===== config.mk =====
export PLATFORM = sky130hd
export DESIGN_NAME = pc_gen_flat
export DESIGN_NICKNAME = d
export VERILOG_FILES = /design/src/rtl/pc_gen_pkg.sv /design/src/rtl/pc_gen_if.sv /design/src/rtl/pc_next_sel.sv /design/src/rtl/pc_gen.sv /design/src/flat_wrapper.sv
export SDC_FILE = /design/constraint.sdc
export NUM_CORES = 1
export LEC_CHECK = 0
export ABC_AREA = 1
export BUFFER_PORTS_ARGS = -buffer_cell sky130_fd_sc_hd__buf_2
export CAP_MARGIN = 25
export CORE_UTILIZATION = 45
export CTS_CLUSTER_DIAMETER = 30
export DETAILED_ROUTE_END_ITERATION = 8
export GPL_TIMING_DRIVEN = 0
export PLACE_DENSITY = 0.82
export SLEW_MARGIN = 20
export SYNTH_ARGS = -nofsm -noshare
export SYNTH_HDL_FRONTEND = slang
export SYNTH_SLANG_ARGS = --single-unit

===== constraint.sdc =====
create_clock -name clk -period 2.45 [get_ports clk]
set_input_delay 0.49 -clock clk [delete_from_list [all_inputs] [get_ports clk]]
set_output_delay 0.49 -clock clk [all_outputs]
set_load 0.1 [all_outputs]

===== src/rtl/pc_gen_pkg.sv =====
// Shared defaults, increment codes and the fetch FSM encoding for the NF5 PC generator.
package pc_gen_pkg;

  localparam int          ADDR_WIDTH_DEF    = 32;
  localparam logic [31:0] START_PC_DEF      = 32'h8000_0000;
  localparam int          PC_PLUS_WIDTH_DEF = 3;

  localparam logic [PC_PLUS_WIDTH_DEF-1:0] PC_PLUS_0 = 3'd0;
  localparam logic [PC_PLUS_WIDTH_DEF-1:0] PC_PLUS_2 = 3'd1;
  localparam logic [PC_PLUS_WIDTH_DEF-1:0] PC_PLUS_4 = 3'd2;
  localparam logic [PC_PLUS_WIDTH_DEF-1:0] PC_PLUS_6 = 3'd3;
  localparam logic [PC_PLUS_WIDTH_DEF-1:0] PC_PLUS_8 = 3'd4;

  // The state bit doubles as Fetch_ReqValid.
  typedef enum logic {
    S_IDLE = 1'b0,
    S_REQ  = 1'b1
  } fetch_state_e;

  // Unknown codes fall back to a compressed-instruction step.
  function automatic logic [3:0] pc_plus_incr(input logic [PC_PLUS_WIDTH_DEF-1:0] code);
    case (code)
      PC_PLUS_0: pc_plus_incr = 4'd0;
      PC_PLUS_2: pc_plus_incr = 4'd2;
      PC_PLUS_4: pc_plus_incr = 4'd4;
      PC_PLUS_6: pc_plus_incr = 4'd6;
      PC_PLUS_8: pc_plus_incr = 4'd8;
      default:   pc_plus_incr = 4'd2;
    endcase
  endfunction

endpackage


===== src/rtl/pc_gen_if.sv =====
// Icache fetch-request handshake between the PC generator and the Icache.
interface pc_gen_if #(
  parameter int ADDR_WIDTH = 32
);
  logic                  Fetch_ReqValid;
  logic [ADDR_WIDTH-1:0] Fetch_ReqPC;
  logic                  Icache_ReqReady;

  modport master (output Fetch_ReqValid, Fetch_ReqPC, input Icache_ReqReady);
  modport slave  (input Fetch_ReqValid, Fetch_ReqPC, output Icache_ReqReady);
endinterface


===== src/rtl/pc_next_sel.sv =====
// Next-PC priority mux: branch > exception > pending redirect > sequential step.
module pc_next_sel
  import pc_gen_pkg::*;
#(
  parameter int ADDR_WIDTH    = ADDR_WIDTH_DEF,
  parameter int PC_PLUS_WIDTH = PC_PLUS_WIDTH_DEF
) (
  input  logic                     branch_flag_i,
  input  logic [ADDR_WIDTH-1:0]    branch_pc_i,
  input  logic                     excp_flag_i,
  input  logic [ADDR_WIDTH-1:0]    excp_pc_i,
  input  logic                     pend_flag_i,
  input  logic [ADDR_WIDTH-1:0]    pend_pc_i,
  input  logic [ADDR_WIDTH-1:0]    base_i,
  input  logic [PC_PLUS_WIDTH-1:0] code_i,
  output logic [ADDR_WIDTH-1:0]    target_o,
  output logic                     is_redirect_o
);

  logic [ADDR_WIDTH-1:0] seq_pc;

  // Sequential step wraps modulo 2^ADDR_WIDTH.
  assign seq_pc = base_i + ADDR_WIDTH'(pc_plus_incr(PC_PLUS_WIDTH_DEF'(code_i)));

  always_comb begin
    target_o      = seq_pc;
    is_redirect_o = 1'b1;
    if (branch_flag_i) begin
      target_o = branch_pc_i;
    end else if (excp_flag_i) begin
      target_o = excp_pc_i;
    end else if (pend_flag_i) begin
      target_o = pend_pc_i;
    end else begin
      is_redirect_o = 1'b0;
    end
  end

endmodule


===== src/rtl/pc_gen.sv =====
// Registered fetch-PC generator: issues Icache requests and buffers redirects
// that arrive while a request is stalled in the handshake.
//
// state  | meaning
// S_IDLE | no request outstanding; redirects load the PC directly
// S_REQ  | request presented; PC frozen until the Icache accepts it
module pc_gen
  import pc_gen_pkg::*;
#(
  parameter int                    ADDR_WIDTH    = ADDR_WIDTH_DEF,
  parameter logic [ADDR_WIDTH-1:0] START_PC      = ADDR_WIDTH'(START_PC_DEF),
  parameter int                    PC_PLUS_WIDTH = PC_PLUS_WIDTH_DEF,
  parameter int                    SEQ_BASE      = 0
) (
  input  logic                     clk,
  input  logic                     rst_n,
  input  logic                     Ctrl_Stall,
  input  logic                     Ctrl_ExcpFlag,
  input  logic [ADDR_WIDTH-1:0]    Ctrl_ExcpPC,
  input  logic                     EX_BranchFlag,
  input  logic [ADDR_WIDTH-1:0]    EX_BranchPC,
  input  logic [PC_PLUS_WIDTH-1:0] Decode_NextPC,
  input  logic [ADDR_WIDTH-1:0]    IFID_NowPC,
  pc_gen_if.master                 fetch_if,
  output logic                     Fetch_RedirectPend,
  output logic                     Fetch_Flush
);

  fetch_state_e          state_q, state_d;
  logic [ADDR_WIDTH-1:0] pc_q, pc_d;
  logic                  pend_q, pend_d;
  logic [ADDR_WIDTH-1:0] pend_pc_q, pend_pc_d;
  logic                  flush_q, flush_d;

  logic                  fire;
  logic [ADDR_WIDTH-1:0] seq_base;
  logic [ADDR_WIDTH-1:0] sel_target;
  logic                  sel_redirect;

  assign fire     = (state_q == S_REQ) && fetch_if.Icache_ReqReady;
  assign seq_base = (SEQ_BASE != 0) ? pc_q : IFID_NowPC;

  pc_next_sel #(
    .ADDR_WIDTH   (ADDR_WIDTH),
    .PC_PLUS_WIDTH(PC_PLUS_WIDTH)
  ) u_next_sel (
    .branch_flag_i(EX_BranchFlag),
    .branch_pc_i  (EX_BranchPC),
    .excp_flag_i  (Ctrl_ExcpFlag),
    .excp_pc_i    (Ctrl_ExcpPC),
    .pend_flag_i  (pend_q),
    .pend_pc_i    (pend_pc_q),
    .base_i       (seq_base),
    .code_i       (Decode_NextPC),
    .target_o     (sel_target),
    .is_redirect_o(sel_redirect)
  );

  always_comb begin
    state_d   = state_q;
    pc_d      = pc_q;
    pend_d    = pend_q;
    pend_pc_d = pend_pc_q;
    flush_d   = 1'b0;
    case (state_q)
      S_IDLE: begin
        if (sel_redirect) begin
          pc_d    = sel_target;
          pend_d  = 1'b0;
          flush_d = 1'b1;
        end
        state_d = Ctrl_Stall ? S_IDLE : S_REQ;
      end
      S_REQ: begin
        if (fire) begin
          pc_d    = sel_target;
          pend_d  = 1'b0;
          flush_d = sel_redirect;
          state_d = Ctrl_Stall ? S_IDLE : S_REQ;
        end else if (EX_BranchFlag) begin
          // Request must stay stable; remember the newest redirect instead.
          pend_d    = 1'b1;
          pend_pc_d = EX_BranchPC;
        end else if (Ctrl_ExcpFlag) begin
          pend_d    = 1'b1;
          pend_pc_d = Ctrl_ExcpPC;
        end
      end
      default: state_d = S_IDLE;
    endcase
  end

  always_ff @(posedge clk) begin
    if (!rst_n) begin
      state_q   <= S_IDLE;
      pc_q      <= START_PC;
      pend_q    <= 1'b0;
      pend_pc_q <= '0;
      flush_q   <= 1'b0;
    end else begin
      state_q   <= state_d;
      pc_q      <= pc_d;
      pend_q    <= pend_d;
      pend_pc_q <= pend_pc_d;
      flush_q   <= flush_d;
    end
  end

  assign fetch_if.Fetch_ReqValid = (state_q == S_REQ);
  assign fetch_if.Fetch_ReqPC    = pc_q;
  assign Fetch_RedirectPend      = pend_q;
  assign Fetch_Flush             = flush_q;

endmodule


===== src/flat_wrapper.sv =====
// flat-port wrapper written by rule: the top's interface ports become plain ports
module pc_gen_flat import pc_gen_pkg::*;
#(
  parameter int                    ADDR_WIDTH    = ADDR_WIDTH_DEF,
  parameter logic [ADDR_WIDTH-1:0] START_PC      = ADDR_WIDTH'(START_PC_DEF),
  parameter int                    PC_PLUS_WIDTH = PC_PLUS_WIDTH_DEF,
  parameter int                    SEQ_BASE      = 0
)
  (clk, rst_n, Ctrl_Stall, Ctrl_ExcpFlag, Ctrl_ExcpPC, EX_BranchFlag, EX_BranchPC, Decode_NextPC, IFID_NowPC, Fetch_RedirectPend, Fetch_Flush, fetch_if_Fetch_ReqValid, fetch_if_Fetch_ReqPC, fetch_if_Icache_ReqReady);
  pc_gen_if #(.ADDR_WIDTH(ADDR_WIDTH)) fetch_if_i ();
  input  logic clk;
  input  logic rst_n;
  input  logic Ctrl_Stall;
  input  logic Ctrl_ExcpFlag;
  input  logic [ADDR_WIDTH-1:0] Ctrl_ExcpPC;
  input  logic EX_BranchFlag;
  input  logic [ADDR_WIDTH-1:0] EX_BranchPC;
  input  logic [PC_PLUS_WIDTH-1:0] Decode_NextPC;
  input  logic [ADDR_WIDTH-1:0] IFID_NowPC;
  output logic Fetch_RedirectPend;
  output logic Fetch_Flush;
  output wire logic [$bits(fetch_if_i.Fetch_ReqValid)-1:0] fetch_if_Fetch_ReqValid;
  output wire logic [$bits(fetch_if_i.Fetch_ReqPC)-1:0] fetch_if_Fetch_ReqPC;
  input wire logic [$bits(fetch_if_i.Icache_ReqReady)-1:0] fetch_if_Icache_ReqReady;
  assign fetch_if_Fetch_ReqValid = fetch_if_i.Fetch_ReqValid;
  assign fetch_if_Fetch_ReqPC = fetch_if_i.Fetch_ReqPC;
  assign fetch_if_i.Icache_ReqReady = fetch_if_Icache_ReqReady;
  pc_gen #(.ADDR_WIDTH(ADDR_WIDTH), .START_PC(START_PC), .PC_PLUS_WIDTH(PC_PLUS_WIDTH), .SEQ_BASE(SEQ_BASE)) u_core (.clk(clk), .rst_n(rst_n), .Ctrl_Stall(Ctrl_Stall), .Ctrl_ExcpFlag(Ctrl_ExcpFlag), .Ctrl_ExcpPC(Ctrl_ExcpPC), .EX_BranchFlag(EX_BranchFlag), .EX_BranchPC(EX_BranchPC), .Decode_NextPC(Decode_NextPC), .IFID_NowPC(IFID_NowPC), .fetch_if(fetch_if_i), .Fetch_RedirectPend(Fetch_RedirectPend), .Fetch_Flush(Fetch_Flush));
endmodule

[After elaboration in Yosys (flattened, before gate mapping)]
Index checks and enable logic that the tools add are counted.
Storage, ports and cells
  bits in registers: 67
  logic and storage cells: 43
  bits of input ports: 105
  output and inout bits: 35
Operators by class
  multiplexer cells: 23
  reductions and logical operators: 6
  equal/unequal tests: 6
  bitwise gates (word level): 2
  add/sub/neg operators: 1
Operator list (number)
  two-way mux 32 bit: 7
  case mux 32 bit (2 select lines): 1
  adder 32 x 4 -> 32 bit: 1
  case mux 4 bit (4 select lines): 1
  two-way mux 1 bit: 11
  equality test 3 x 2 -> 1 bit (second input constant): 2
  case mux 1 bit (2 select lines): 3
  != test 4 bit (second input constant): 1
  AND reduction 2 bit: 2
  equality test 3 bit (second input constant): 1
  zero test 3 bit: 1
  AND reduction 3 bit: 1
  != test 2 x 1 -> 1 bit (second input constant): 1
  != test 2 bit (second input constant): 1
  inverter 1 bit: 2
  nonzero test 2 bit: 1
  logical AND 1 bit: 1

[Logic depth before layout (Yosys ltp)]
  depth after elaboration: 8
  depth in mapped cells: 17
  gate-level depth less buffers: 17

[By module]
From an unflattened synthesis, not the netlist that was laid out.
Unflattened totals
  cells, all modules: 947
  area total of the unflattened synthesis: 5226.3 um2
Modules (own cells, without submodules)
  pc_gen: cells each 498, area an instance 3128.0 um2, sequential area each 1341.3 um2, times used 1
  pc_next_sel: cells each 449, area an instance 2098.3 um2, sequential area each 0.0 um2, times used 1

[Worst setup path before layout]
No wires, ideal clock.
  kind: input to register
  from: input Decode_NextPC[1]
  to: register u_core.pc_q[31] (netlist: u_core.fetch_if.Fetch_ReqPC[31])
  cell stages on the path: 17
  data required time: 2.333 ns
  library setup time: 0.117 ns
  slack: 0.236 ns
  data arrival time: 2.097 ns
  buffers on the path: 0
  cells stage by stage: inv_1 o21bai_1 ha_1 inv_1 fa_1 inv_1 nand3_1 nand2_2 nand2_1 nor2_2 nand2_1 nand2_1 nand3_1 nand2_1 nand2_1 nand2_1 nand2_1
On the way
  word-level cells in the longest chain between the ends: 8
  elaborated cells between the ends (all ways): 12
  classes of those cells: add/sub: 1; eq/ne: 3; mux: 7; reduce/logical: 1
Ends and longest elaborated chain
  start, declared: line flat_wrapper.sv:18  | input logic [PC_PLUS_WIDTH-1:0] Decode_NextPC;
  equality test 3 bit (tied with other cells): line pc_gen_pkg.sv:22  | case (code)
  case mux 4 bit (4 select lines) (*): line pc_gen_pkg.sv:22
  adder 32 x 4 -> 32 bit (*): line pc_next_sel.sv:23  | assign seq_pc = base_i + ADDR_WIDTH'(pc_plus_incr(PC_PLUS_WIDTH_DEF'(code_i)));
  two-way mux 32 bit (*): line pc_next_sel.sv:32  | end else if (pend_flag_i) begin
  two-way mux 32 bit (*): line pc_next_sel.sv:30  | end else if (excp_flag_i) begin
  two-way mux 32 bit (*): line pc_next_sel.sv:28  | if (branch_flag_i) begin
  two-way mux 32 bit (on tied branches): line pc_gen.sv:75, pc_gen.sv:67
  case mux 32 bit (2 select lines) (*): line pc_gen.sv:65  | case (state_q)
  end signal, assigned: line pc_gen.sv:102  | pc_q <= pc_d;
  end, declared: line pc_gen.sv:30  | logic [ADDR_WIDTH-1:0] pc_q, pc_d;
Mark *: on every way between the ends. The rest lies on a longest branch, timed or not. The select of a mux whose other input is x is not followed.
A chain may end at the register's enable or synchronous reset.

[Worst setup path in the final report]
  from: input Decode_NextPC[1]
  to: register u_core.pc_q[11] (netlist: u_core.fetch_if.Fetch_ReqPC[11])
Same word-level chain as after synthesis.

==> results.py <==
metrics = {
    "synth": {
        "synth_edf_count": 0,
        "synth_cells": 685,
        "async_reset_ff_frac": 0,
        "postSynth.topFlopCell": "dfxtp_1",
        "synthDistinctLibCells": 35,
        "synth_sequential_area_ratio": 0.317,
        "synth.cell_area_um2": 4240,
        "synth_seq_cells": 67,
        "syn_avg_cell_area_um2": 6.18,
        "yosysWarnings": 0,
        "postSynthNetCount": 794,
    },
    "worst_setup_path": {
        "worst-endpoint-required_ns": 2.72,
        "worst_ep_arrival_time_ns": 2.60,
        "crit_end": "u_core.fetch_if.Fetch_ReqPC[11]$_SDFFE_PN0P_",
        "worstRegToRegCells": 8,
        "ff2ff_setup_slack_ns": 0.86,
        "worst_setup_path_startpoint": "Decode_NextPC[1]",
        "critical_path.max_fanout": 7,
        "rr_startpoint": "u_core.fetch_if.Fetch_ReqValid$_SDFF_PN0_",
        "crit_path_start_kind": "primary input",
        "critPathCaptureType": "flop",
        "r2r_end": "u_core.pend_pc_q[29]$_SDFFE_PN0P_",
        "critical_setup_path_kind": "in -> reg",
    },
    "clocking": {
        "worstSkewPairLatency_ns": 0.34,
        "cts_max_level": 3,
        "clock-sinks": 67,
        "numCtsBuffers": 9,
        "post_cts_hold_buffer_count": 0,
        "cts-root-to-sink-buffers": 2,
        "reg_clk_slew_reported_paths_ns": 0.07,
        "cts_tree": "yes",
        "clk_root_buffer_cell": "clkbuf_8",
    },
    "timing": {
        "setup_viol": 0,
        "relSlewSlack": 0.608,
        "tightestPinTransition_ns": 0.587,
        "finalSetupTns_ns": 0,
        "min_period_over_period": 0.952,
        "max_freq_ghz": 0.429,
        "finalMaxSlewViolations": 0,
        "rsz_0062_raised_after_global_routing": "no",
        "clock_skew_ns": 0.00741,
        "min_period_ns": 2.33,
        "total_count_of_hold_check_failures_in_the_final_report": 0,
    },
    "cells_and_area": {
        "mostFrequentLayoutCell": "nand2_1",
        "layout-drive-gt1-share": 0.215,
        "layout_common_cells": "nand2_1 (200), buf_2 (147), nor2_1 (76), o21ai_0 (76), dfxtp_1 (67)",
        "final_area_um2": 5240,
        "nets": 942,
        "area_growth_syn_to_layout_pct": 23.8,
        "antenna_cells": 0,
    },
    "routing": {
        "route.vias.total": 5207,
        "drt-total-wl_mm": 14.2,
        "drc": 0,
        "wire_per_inst_um": 15.0,
        "first_iteration_detailed_routing_drc_count": 529,
        "ant_nets": 0,
        "via_to_cell_ratio": 5.50,
        "first_pass_iters": 6,
    },
    "hold_path": {
        "worstHoldPathType": "in -> reg",
        "hold_start": "Ctrl_Stall",
    },
    "floorplanning": {
        "design.core.area_um2": 9200,
        "fp.dieH_um": 99.0,
        "dieWidth_um": 99.0,
        "initial_utilization": 0.461,
        "ioPinCount": 140,
        "rows": 35,
        "die_area_um2": 9800,
    },
    "placement": {
        "finalWeightedCongestion": 0.966,
        "dp.final_hpwl_mm": 11.0,
        "dpl_cell_area_um2": 5060,
        "numPortBuffers": 137,
    },
    "grt": {
        "grt_util_all_layers": 0.293,
        "vias_in_the_first_global_route": 4598,
        "grt_pass1_wl_mm": 22.3,
        "pin_count_of_the_biggest_net_entering_global_routing": 11,
        "antenna_found_initial": 0,
        "grt.overflow.total": 0,
    },
    "outcome": {
        "outcome": "finished, final reports clean",
    },
    "pwr": {
        "pwr_dens_nw_per_um2": 585,
        "p_leak_uw": 0.00254,
        "power.total_uw": 3070,
        "max-vdd-ir-drop_mv": 0.399,
    },
    "run": {
        "cap_viol_max_count": 0,
    },
}
==> cell families (layout without fill, tap and decap cells) <==
group / after synthesis / in the layout / synth area share
AND/OR/NAND/NOR: 329 / 329 / 0.318
AO/OA/AOI/OAI: 191 / 191 / 0.248
buffers and inverters: 85 / 236 / 0.0842
flip-flops: 67 / 67 / 0.317
XOR/XNOR: 9 / 9 / 0.0186
adder cells (fa/ha/maj): 4 / 4 / 0.0136
==> layer usage <==
layer	track usage	share of wire
met5	0	0
met4	0.118	0.028
met3	0.0518	0.087
met2	0.467	0.45
met1	0.393	0.44
==> cell type report <==
class / count / area (um2)
multi-input combinational: 533 / 2550
fill: 956 / 3950
sequential: 67 / 1340
inverter: 47 / 176
clock buffer: 11 / 151
buffer: 38 / 180
timing repair buffer: 137 / 686
tap: 111 / 139
clock inverter: 3 / 15.0
==> timing repair <==
item                                    4_1_cts  5_1_grt
endpoints found under the hold margin         0        0
gates resized for setup                       0        5
endpoints found under the setup margin        0        2
buffers inserted                              0        0
==> registers in the layout, indices dropped and copies added (netlist names) <==
signal	count
u_core.fetch_if.Fetch_ReqValid	1
u_core.fetch_if.Fetch_ReqPC	32
u_core.Fetch_Flush	1
u_core.pend_pc_q	32
u_core.Fetch_RedirectPend	1
==> critical path, stage by stage <==
cell,delay [ns]
buf_2,0.09
inv_1,0.04
o21bai_1,0.16
ha_2,0.21
inv_1,0.05
fa_1,0.39
inv_1,0.07
nand3_1,0.11
nand2_4,0.13
nand3_1,0.18
xnor2_1,0.33
o21ai_0,0.16
a21oi_1,0.17
==> how the worst min path moves through the flow <==
stage / depth (start not counted) / slack [ns] / endpoint
2_1_floorplan: 2 / 0.43 / u_core.pend_pc_q[27]$_SDFFE_PN0P_
3_3_place_gp: 2 / 0.44 / u_core.pend_pc_q[27]$_SDFFE_PN0P_
3_5_place_dp: 2 / 0.45 / u_core.pend_pc_q[27]$_SDFFE_PN0P_
4_1_cts: 2 / 0.32 / u_core.fetch_if.Fetch_ReqValid$_SDFF_PN0_
5_1_grt: 2 / 0.32 / u_core.fetch_if.Fetch_ReqValid$_SDFF_PN0_
6_report: 2 / 0.33 / u_core.fetch_if.Fetch_ReqValid$_SDFF_PN0_
==> Yosys cell counts (all sizes together) (9+ instances only) <==
master / instances / area share
nand2: 203 / 0.18
o21ai: 88 / 0.10
nor2: 81 / 0.077
dfxtp: 67 / 0.32
a21oi: 61 / 0.072
inv: 46 / 0.041
nand3: 28 / 0.033
clkbuf: 22 / 0.020
a31oi: 21 / 0.031
buf: 16 / 0.022
nand3b: 10 / 0.018
a311oi: 9 / 0.019
==> report_power, final <==
group	leakage [uW]	switching [uW]	internal, uW
Combinational	0.00190	785	250
Sequential	0.000553	43.7	1170
Clock	0.0000908	408	406
Total	0.00254	1240	1830
==> stage by stage <==
| stage | hold WS (ns) | util | setup WS, ns | std cells |
|---|---|---|---|---|
| finish | 0.330 | 0.570 | 0.117 | 947 |
| floorplan | 0.430 | - | 0.236 | 685 |
| global route | 0.325 | 0.570 | 0.00648 | 947 |
| CTS | 0.324 | 0.568 | 0.157 | 947 |
| global placement | 0.441 | 0.550 | -0.147 | 933 |
| detailed placement | 0.447 | 0.550 | -0.189 | 933 |
Note: power is estimated with default switching activity, not from simulation.
